## src/rtl/cofre_pkg.sv

```systemverilog
// Shared definitions for the vault interface: state encoding, idle symbol
// and the default combination.
package cofre_pkg;

  typedef enum logic [1:0] {
    ST_IDLE    = 2'd0,
    ST_PRESS   = 2'd1,
    ST_RELEASE = 2'd2,
    ST_WAIT_Y  = 2'd3
  } state_e;

  localparam logic [1:0] SYM_IDLE           = 2'b00;
  localparam logic [9:0] COFRE_CODE_DEFAULT = 10'b01_11_01_01_10;

  // Largest of three phase lengths; sizes the shared tick counter.
  function automatic int max3(input int a, input int b, input int c);
    int m;
    m = a;
    if (b > m) begin
      m = b;
    end else begin
      m = m;
    end
    if (c > m) begin
      m = c;
    end else begin
      m = m;
    end
    return m;
  endfunction

endpackage

```

## src/rtl/cofre_code_sender_tick_counter.sv

```systemverilog
// Loadable, non-wrapping down-counter with a zero flag. The sequencer loads
// it on each phase entry with (phase length - 1) and leaves when it hits 0.
module tick_counter #(
  parameter int W = 4
) (
  input  logic         clk,
  input  logic         rst,
  input  logic         load,
  input  logic [W-1:0] load_val,
  input  logic         dec,
  output logic         zero
);

  logic [W-1:0] count_q;
  logic [W-1:0] count_d;

  // Next count: load wins, otherwise decrement and saturate at zero.
  always_comb begin
    count_d = count_q;
    if (load) begin
      count_d = load_val;
    end else if (dec && (count_q != {W{1'b0}})) begin
      count_d = count_q - {{(W-1){1'b0}}, 1'b1};
    end else begin
      count_d = count_q;
    end
  end

  // Count register with synchronous clear.
  always_ff @(posedge clk) begin
    if (rst) begin
      count_q <= {W{1'b0}};
    end else begin
      count_q <= count_d;
    end
  end

  assign zero = (count_q == {W{1'b0}});

endmodule

```

## src/rtl/cofre_code_sender.sv

```systemverilog
// Drives the vault lock button bus with a stored combination (press HOLD,
// release GAP per symbol), then watches the lock's door-open output during
// the final press and up to TIMEOUT cycles afterwards.
module cofre_code_sender
  import cofre_pkg::*;
#(
  parameter int N_SYM   = 5,
  parameter int HOLD    = 1,
  parameter int GAP     = 3,
  parameter int TIMEOUT = 16
) (
  input  logic               clk,
  input  logic               rst,
  input  logic               start,
  input  logic [2*N_SYM-1:0] code,
  input  logic               y,
  output logic [1:0]         x,
  output logic               busy,
  output logic               done,
  output logic               ok,
  output logic               err
);

  localparam int CW = $clog2(max3(HOLD, GAP, TIMEOUT) + 1);
  localparam int IW = $clog2(N_SYM + 1);

  localparam logic [CW-1:0] HOLD_LD    = CW'(HOLD - 1);
  localparam logic [CW-1:0] GAP_LD     = CW'(GAP - 1);
  localparam logic [CW-1:0] TIMEOUT_LD = CW'(TIMEOUT - 1);
  localparam logic [IW-1:0] LAST_IDX   = IW'(N_SYM - 1);
  localparam logic [IW-1:0] IDX_ONE    = IW'(1);

  // Symbol i of a code word; symbol 0 is the most significant pair.
  function automatic logic [1:0] sym_at(input logic [2*N_SYM-1:0] c,
                                        input logic [IW-1:0]      i);
    logic [2*N_SYM-1:0] sh;
    sh = c >> (2 * (N_SYM - 1 - int'(i)));
    return sh[1:0];
  endfunction

  // A code is unusable if any symbol is the idle (no button) symbol.
  function automatic logic has_idle_sym(input logic [2*N_SYM-1:0] c);
    logic bad;
    bad = 1'b0;
    for (int k = 0; k < N_SYM; k++) begin
      if (c[2*k +: 2] == SYM_IDLE) begin
        bad = 1'b1;
      end else begin
        bad = bad;
      end
    end
    return bad;
  endfunction

  state_e             state_q, state_d;
  logic [2*N_SYM-1:0] code_q,  code_d;
  logic [IW-1:0]      idx_q,   idx_d;
  logic [1:0]         x_q,     x_d;
  logic               busy_q,  busy_d;
  logic               done_q,  done_d;
  logic               ok_q,    ok_d;
  logic               err_q,   err_d;

  logic               cnt_load_s;
  logic [CW-1:0]      cnt_val_s;
  logic               cnt_dec_s;
  logic               cnt_zero_s;
  logic               last_sym_s;

  tick_counter #(.W(CW)) u_tick (
    .clk      (clk),
    .rst      (rst),
    .load     (cnt_load_s),
    .load_val (cnt_val_s),
    .dec      (cnt_dec_s),
    .zero     (cnt_zero_s)
  );

  assign last_sym_s = (idx_q == LAST_IDX);

  // Sequencer next-state and next-output logic.
  always_comb begin
    state_d    = state_q;
    code_d     = code_q;
    idx_d      = idx_q;
    x_d        = SYM_IDLE;
    busy_d     = busy_q;
    done_d     = 1'b0;
    ok_d       = ok_q;
    err_d      = 1'b0;
    cnt_load_s = 1'b0;
    cnt_val_s  = {CW{1'b0}};
    cnt_dec_s  = 1'b0;

    case (state_q)
      ST_IDLE: begin
        if (start) begin
          if (has_idle_sym(code)) begin
            err_d = 1'b1;
          end else begin
            code_d     = code;
            ok_d       = 1'b0;
            idx_d      = {IW{1'b0}};
            x_d        = sym_at(code, {IW{1'b0}});
            busy_d     = 1'b1;
            state_d    = ST_PRESS;
            cnt_load_s = 1'b1;
            cnt_val_s  = HOLD_LD;
          end
        end else begin
          state_d = ST_IDLE;
        end
      end

      ST_PRESS: begin
        x_d = sym_at(code_q, idx_q);
        if (last_sym_s && y) begin
          // Door opened while the final symbol is still held.
          x_d     = SYM_IDLE;
          busy_d  = 1'b0;
          done_d  = 1'b1;
          ok_d    = 1'b1;
          state_d = ST_IDLE;
        end else if (cnt_zero_s) begin
          x_d        = SYM_IDLE;
          cnt_load_s = 1'b1;
          if (last_sym_s) begin
            cnt_val_s = TIMEOUT_LD;
            state_d   = ST_WAIT_Y;
          end else begin
            cnt_val_s = GAP_LD;
            state_d   = ST_RELEASE;
          end
        end else begin
          cnt_dec_s = 1'b1;
        end
      end

      ST_RELEASE: begin
        if (cnt_zero_s) begin
          idx_d      = idx_q + IDX_ONE;
          x_d        = sym_at(code_q, idx_q + IDX_ONE);
          state_d    = ST_PRESS;
          cnt_load_s = 1'b1;
          cnt_val_s  = HOLD_LD;
        end else begin
          cnt_dec_s = 1'b1;
        end
      end

      ST_WAIT_Y: begin
        if (y) begin
          busy_d  = 1'b0;
          done_d  = 1'b1;
          ok_d    = 1'b1;
          state_d = ST_IDLE;
        end else if (cnt_zero_s) begin
          busy_d  = 1'b0;
          done_d  = 1'b1;
          ok_d    = 1'b0;
          state_d = ST_IDLE;
        end else begin
          cnt_dec_s = 1'b1;
        end
      end

      default: begin
        busy_d  = 1'b0;
        idx_d   = {IW{1'b0}};
        state_d = ST_IDLE;
      end
    endcase
  end

  // State, latched code, symbol index and registered outputs.
  always_ff @(posedge clk) begin
    if (rst) begin
      state_q <= ST_IDLE;
      code_q  <= {(2*N_SYM){1'b0}};
      idx_q   <= {IW{1'b0}};
      x_q     <= SYM_IDLE;
      busy_q  <= 1'b0;
      done_q  <= 1'b0;
      ok_q    <= 1'b0;
      err_q   <= 1'b0;
    end else begin
      state_q <= state_d;
      code_q  <= code_d;
      idx_q   <= idx_d;
      x_q     <= x_d;
      busy_q  <= busy_d;
      done_q  <= done_d;
      ok_q    <= ok_d;
      err_q   <= err_d;
    end
  end

  assign x    = x_q;
  assign busy = busy_q;
  assign done = done_q;
  assign ok   = ok_q;
  assign err  = err_q;

endmodule

```

## config.mk

```make
export PLATFORM = sky130hd
export DESIGN_NAME = cofre_code_sender
export DESIGN_NICKNAME = d
export VERILOG_FILES = /design/src/rtl/cofre_pkg.sv /design/src/rtl/cofre_code_sender_tick_counter.sv /design/src/rtl/cofre_code_sender.sv
export SDC_FILE = /design/constraint.sdc
export NUM_CORES = 1
export LEC_CHECK = 0
export ABC_AREA = 1
export BUFFER_PORTS_ARGS = -buffer_cell sky130_fd_sc_hd__clkbuf_2
export CAP_MARGIN = 20
export CORE_AREA = 2 2 60 62
export CTS_CLUSTER_DIAMETER = 150
export DETAILED_ROUTE_END_ITERATION = 7
export DIE_AREA = 0 0 62 64
export GPL_ROUTABILITY_DRIVEN = 0
export PLACE_DENSITY = 0.68
export RECOVER_POWER = 100
export SLEW_MARGIN = 20
export SYNTH_ARGS = -nofsm -noshare
export SYNTH_HDL_FRONTEND = slang
export SYNTH_SLANG_ARGS = --single-unit
```

## constraint.sdc

```tcl
create_clock -name clk -period 4 [get_ports clk]
set_input_delay 0.8 -clock clk [delete_from_list [all_inputs] [get_ports clk]]
set_output_delay 0.8 -clock clk [all_outputs]
set_load 0.02 [all_outputs]
```

==> results of run 1 <==
-- layer usage --
| layer | part of all wire (%) | up-vias |
|---|---|---|
| met2 | 42 | 40 |
| met3 | 4.4 | 4 |
| met1 | 52 | 650 |
| met4 | 1.2 | 0 |
| met5 | 0 | - |
| li1 | - | 806 |
-- metrics by stage --
step	cells	total power [uW]	util, %
CTS	304	1245	53.22
detailed placement	300	1103	52.11
global placement	300	1097	52.11
floorplan	239	959.6	-
finish	304	1223	52.53
global route	304	1353	52.53
-- layout make-up --
cell class | count | area [um^2] | share of cell area, %
sequential | 26 | 520.5 | 30.17
tap | 46 | 57.56 | 3.336
inverter | 34 | 127.6 | 7.397
multi-input combinational | 175 | 897.1 | 51.99
clock buffer | 4 | 36.28 | 2.103
timing repair buffer | 19 | 86.33 | 5.004
-- sequential cells by signal, indices dropped and copies added, names as in the netlist --
name and count:
ok 1, code_q 10, done 1, err 1, x 2, busy 1
idx_q 3, state_q 2, u_tick.count_q 5
-- worst paths after layout --
kind	start	end	slack, ps	cells past startpoint
setup / recovery	idx_q[0]$_SDFFE_PP0P_	u_tick.count_q[1]$_SDFFE_PP0P_	1650	11
hold / removal	ok$_SDFFE_PP0P_	ok$_SDFFE_PP0P_	470	2
setup reg to reg	idx_q[0]$_SDFFE_PP0P_	u_tick.count_q[1]$_SDFFE_PP0P_	1650	11
hold reg to reg	ok$_SDFFE_PP0P_	ok$_SDFFE_PP0P_	470	2
-- critical path: cells and delay by family, from the launching register on --
kind                     cells  cell delay [ps]
AO/OA/AOI/OAI                2              630
flip-flops                   1              540
AND/OR/NAND/NOR              5              480
adder cells (fa/ha/maj)      2              430
buffers and inverters        2              180
-- power by group --
group          internal [uW]  switching [uW]  leakage, uW
registers                319            53.6     0.000212
logic                    248             466     0.000579
clock network           55.7            81.4    0.0000210
total                    623             601     0.000812
-- cells in the final DEF, fill, tap and decap left out --
cell	n
a21oi_1	22
a31oi_1	1
and2_1	1
clkbuf_1	7
clkbuf_2	12
clkbuf_4	3
clkbuf_8	1
dfxtp_1	26
ha_1	9
inv_1	33
inv_2	1
nand2_1	55
nand2_2	2
nand2_4	1
nand3_1	19
nand3b_4	1
nand4_1	4
nor2_1	28
nor2_2	2
nor2_4	1
o211ai_1	2
o21ai_0	22
o21ai_1	1
o21ai_2	1
or2_2	1
xor2_1	2
-- logic make-up after synthesis --
kind of cell / count (synthesis)
buffers and inverters: 38
AOI/OAI and AO/OA: 49
adders and majority gates: 9
DFF: 26
and+or+nand+nor: 115
xor gates and xnor gates: 2
==> results.json, run 1 <==
{
  "finalCriticalPeriod_ps": 2351,
  "period_share_pct": 58.78,
  "place_area_um2": 1712,
  "synth_mux_area_share_pct": 0,
  "antenna_found_initial": 0,
  "die_area_um2": 3968,
  "slowest_stage": "dfxtp_1",
  "drt-pass1-iter-count": 4,
  "arrival_ps": 2590,
  "wl_per_cell_um": 11.18,
  "gr-total-overflow": 0,
  "clock_latency_ps": 330,
  "hpwl_mm": 2.655,
  "antenna_left": 0,
  "yosys.area.top_type_share_pct": 32.99,
  "yosysSeqAreaShare_pct": 32.99,
  "post_synth_fa_ha_maj_area_fraction_pct": 7.137,
  "fillers": 345,
  "cts_setup_buffers": 0,
  "status": "completed",
  "setup_slack_ps": 1649,
  "num_vias": 1500,
  "hold_violations": 0,
  "stdcell_area_um2": 1725,
  "crit_chain": "inv_1 -> ha_1 -> ha_1 -> a21oi_1 -> o21ai_0 -> nand2_1 -> nand2_1 -> nand2_2 -> inv_1 -> nor2_1 -> nor2_1",
  "ys_top_cells_by_area": "dfxtp_1 33%, nand2_1 13%, inv_1 7.6%, ha_1 7.1%, a21oi_1 6.7%",
  "syn_inst": 239,
  "grt_setup_unrepaired": "false",
  "grt_most_used_layer": "met1",
  "start_util_pct": 48.04,
  "clock_path_buffers": 2,
  "worst_pin_slew_ps": 505.4,
  "nets": 282,
  "drt-total-wl_mm": 3.400,
  "via_per_inst": 4.934,
  "grtUsageMet2_pct": 27.73,
  "cts_root_buffer": "clkbuf_4",
  "start_kind": "flip-flop",
  "synth_area_leader_cell": "dfxtp_1",
  "synth_seq_cells": 26,
  "cts_buffers": 3,
  "met3_usage_pct": 2.632,
  "drtIter0Drc": 63,
  "postCtsHoldBufs": 0,
  "min_path_type": "reg -> reg",
  "cts.clk_slew.worst_paths_ps": 140,
  "syn_area_per_cell_um2": 6.602,
  "worstPathRequired_ps": 4240,
  "clock.fmax_mhz": 425.3,
  "cts.sinks": 26,
  "power.leakage_uw": 0.0008124,
  "worstSetupEndpointType": "flip-flop",
  "ys_warn_count": 0,
  "h-tree-depth": 1,
  "ir_worst_vdd_uv": 335.9,
  "synth_cell_type_count": 26,
  "die_w_um": 62,
  "grt_first_pass_wirelength_mm": 5.851,
  "drc": 0,
  "ys.flop_type": "dfxtp_1",
  "grt_max_degree": 19,
  "powerDensity_nw_per_um2": 709.0,
  "async_reset_ff_share_pct": 0,
  "synth-edff-count": 0,
  "area_delta_synth_final_pct": 9.357,
  "synth_nets": 262,
  "drv_slew": 0,
  "grt_pass1_vias": 1325,
  "setup_violations": 0,
  "worst_hold_slack_ps": 470.1,
  "skew_ps": 2.512,
  "fin_tns_setup_ps": 0,
  "num_rows": 21,
  "fp.dieH_um": 64,
  "synthSimpleGateAreaFrac_pct": 33.07,
  "place_ws_ps": 1922,
  "setup.worst_path.class": "reg -> reg",
  "synth.most_common_cell": "nand2_1",
  "cts.repair.resized": 0,
  "io_pins": 20,
  "num_antenna_cells": 0,
  "groute.usage.overall_pct": 19.09,
  "synth_top_family_by_area": "simple AND/OR/NAND/NOR gates",
  "slowest_delay_ps": 540,
  "relSlewSlack_pct": 66.31,
  "core_um2": 3284,
  "critPathMaxFanout": 9,
  "synth-xor-area-share_pct": 1.110,
  "drive_above_1_share_pct": 10.08,
  "cap_viol_max_count": 0,
  "port_buffers": 19,
  "synthTopCellsByCount": "54 x nand2_1, 32 x inv_1, 27 x nor2_1",
  "synth_area_um2": 1578,
  "use_met1_pct": 28.82,
  "tritoncts": "yes",
  "synth_compound_area_share_pct": 16.42
}
No activity file was read; power rests on OpenSTA's default activity.
==> run 2: changes to the inputs <==
clock period = 2.23 ns   (was 4 ns; I/O delays follow)
==> run 2 against run 1 <==
Compared with the run above: via count rose by 0.80%; largest cell class unchanged; utilization rose by 0.91 points; final cell count rose by 0.33%; register-to-register slack got worse by 1500 ps; critical path depth did not move; global-route usage rose by 1.5 points; fmax rose by 15%; sequential share of layout area fell by 0.52 points; first-iteration DRC count rose by 79%.
==> results.json, run 2 (synthesized netlist as in run 1, its figures left out) <==
{
  "status": "completed",
  "slowest_delay_ps": 520,
  "start_util_pct": 48.04,
  "fin_util_pct": 53.45,
  "worst_pin_slew_ps": 510.7,
  "cts.clk_slew.worst_paths_ps": 160,
  "io_pins": 20,
  "critPathBufInv": 2,
  "largest_reg_flops": 10,
  "wl_per_cell_um": 11.26,
  "h-tree-depth": 1,
  "power.leakage_uw": 0.0008237,
  "final_common_cell": "nand2_1",
  "tritoncts": "yes",
  "area_delta_synth_final_pct": 11.26,
  "drc": 0,
  "clock_latency_ps": 350,
  "die_area_um2": 3968,
  "place_area_um2": 1719,
  "met3_length_um": 141,
  "hpwl_mm": 2.638,
  "wl_met2_mm": 1.451,
  "setup.worst_path.class": "reg -> reg",
  "p_seq_share_pct": 28.5,
  "clock.fmax_mhz": 490.6,
  "cts_setup_buffers": 0,
  "postCtsHoldBufs": 0,
  "min_path_type": "in -> reg",
  "cap_viol_max_count": 0,
  "clock_path_buffers": 2,
  "ir_worst_vdd_uv": 682.0,
  "rrSetupSlack_ps": 190,
  "antenna_left": 0,
  "clockPowerShare_pct": 14.5,
  "worstPathRequired_ps": 2470,
  "internal_power_uw": 1211,
  "cts.sinks": 26,
  "setup_violations": 0,
  "cts_buffers": 3,
  "pwr-share-comb_pct": 57.0,
  "powerDensity_nw_per_um2": 1322,
  "num_antenna_cells": 0,
  "cts.repair.resized": 0,
  "fin_tns_setup_ps": 0,
  "place_ws_ps": 262.5,
  "arrival_ps": 2280,
  "drt-total-wl_mm": 3.435,
  "mostFrequentLayoutCells": "54 x nand2_1, 32 x inv_1, 27 x nor2_1, 26 x dfxtp_1",
  "grt_pass1_vias": 1387,
  "num_rows": 21,
  "final-seq-area_um2": 520.5,
  "fillers": 341,
  "grt_max_degree": 19,
  "drive_above_1_share_pct": 11.97,
  "worstSetupEndpointType": "flip-flop",
  "crit_chain": "inv_1 -> ha_1 -> ha_1 -> a21oi_2 -> o21ai_1 -> nand2_1 -> nand2_2 -> nand2_2 -> inv_2 -> nor2_1 -> nor2_1",
  "p_sw_share_pct": 47.83,
  "drtIter0Drc": 113,
  "slowest_stage": "dfxtp_1",
  "multi_input_area_um2": 905.9,
  "grt_setup_unrepaired": "false",
  "crit_family": "flip-flops",
  "switching_power_uw": 1110,
  "hold_violations": 0,
  "antenna_found_initial": 0,
  "finalCriticalPeriod_ps": 2038,
  "top_layer": "met4",
  "routedLengthMet1_mm": 1.772,
  "top_register": "code_q",
  "critPathMaxFanout": 9,
  "stdcell_area_um2": 1755,
  "gr-total-overflow": 0,
  "die_w_um": 62,
  "grt_first_pass_wirelength_mm": 6.196,
  "period_share_pct": 91.41,
  "fp.dieH_um": 64,
  "worst_hold_slack_ps": 306.3,
  "num_vias": 1512,
  "start_kind": "flip-flop",
  "via_per_inst": 4.957,
  "core_um2": 3284,
  "cts_root_buffer": "clkbuf_4",
  "largestRegisters": "code_q x10, u_tick.count_q x5, idx_q x3",
  "nets": 283,
  "drv_slew": 0,
  "groute.usage.overall_pct": 20.60,
  "setup_slack_ps": 191.5,
  "relSlewSlack_pct": 65.91,
  "port_buffers": 19,
  "drt-pass1-iter-count": 4,
  "skew_ps": 17.12
}
## run 2: changes by cell type in the layout (fill, tap and decap cells not counted)
| cell | change |
|---|---|
| o21ai_1 | +1 |
| nand2_2 | +1 |
| inv_2 | +1 |
| a21oi_2 | +1 |
| nor2_1 | -1 |
| nand2_1 | -1 |
| inv_1 | -1 |
| clkbuf_8 | -1 |
| bufinv_16 | +1 |
| nor2_2 | +1 |
| o21ai_0 | -1 |
| clkbuf_2 | +1 |
| a21oi_1 | -1 |
## run 2: worst paths after layout
check / from / end / cells past startpoint
max: idx_q[0]$_SDFFE_PP0P_ / u_tick.count_q[3]$_SDFFE_PP0P_ / 11
min reg2reg: u_tick.count_q[4]$_SDFFE_PP0P_ / u_tick.count_q[4]$_SDFFE_PP0P_ / 2
min: code[1] / code_q[1]$_SDFFE_PP0P_ / 3
max reg2reg: idx_q[0]$_SDFFE_PP0P_ / u_tick.count_q[3]$_SDFFE_PP0P_ / 11
## run 2: power by group through the flow
| stage | Sequential, uW | Combinational, uW | Clock, uW |
|---|---|---|---|
| global placement | 671 | 1310 | 0 |
| global route | 680 | 1520 | 355 |
| floorplan | 666 | 1060 | 0 |
| detailed placement | 675 | 1310 | 0 |
| finish | 662 | 1320 | 336 |
| CTS | 663 | 1320 | 342 |
## run 2: per-layer routing
metal | vias up | global-route usage [%]
li1 | 813 | -
met1 | 663 | 30.54
met2 | 31 | 28.91
met3 | 5 | 3.239
met4 | 0 | 8.777
met5 | - | 0
## run 2: final cells by class
type                    count  share of cell area, %
clock buffers               3                  1.283
clock inverters             1                  1.711
inverters                  34                  7.270
multi-input cells         175                  51.60
flip-flops and latches     26                  29.65
well taps                  46                  3.279
repair buffers             20                  5.203
## run 2: stage by stage
stage                     cells  power [uW]
final                       305        2321
after global routing        305        2559
after CTS                   305        2324
after detailed placement    301        1981
after global placement      301        1980
after floorplan             239        1721
## run 2: worst reg2reg max path, stage by stage, from the launching register on
cell and delay, ps:
dfxtp_1 520, inv_1 110, ha_1 220, ha_1 220, a21oi_2 300, o21ai_1 120
nand2_1 80, nand2_2 90, nand2_2 80, inv_2 50, nor2_1 100, nor2_1 50
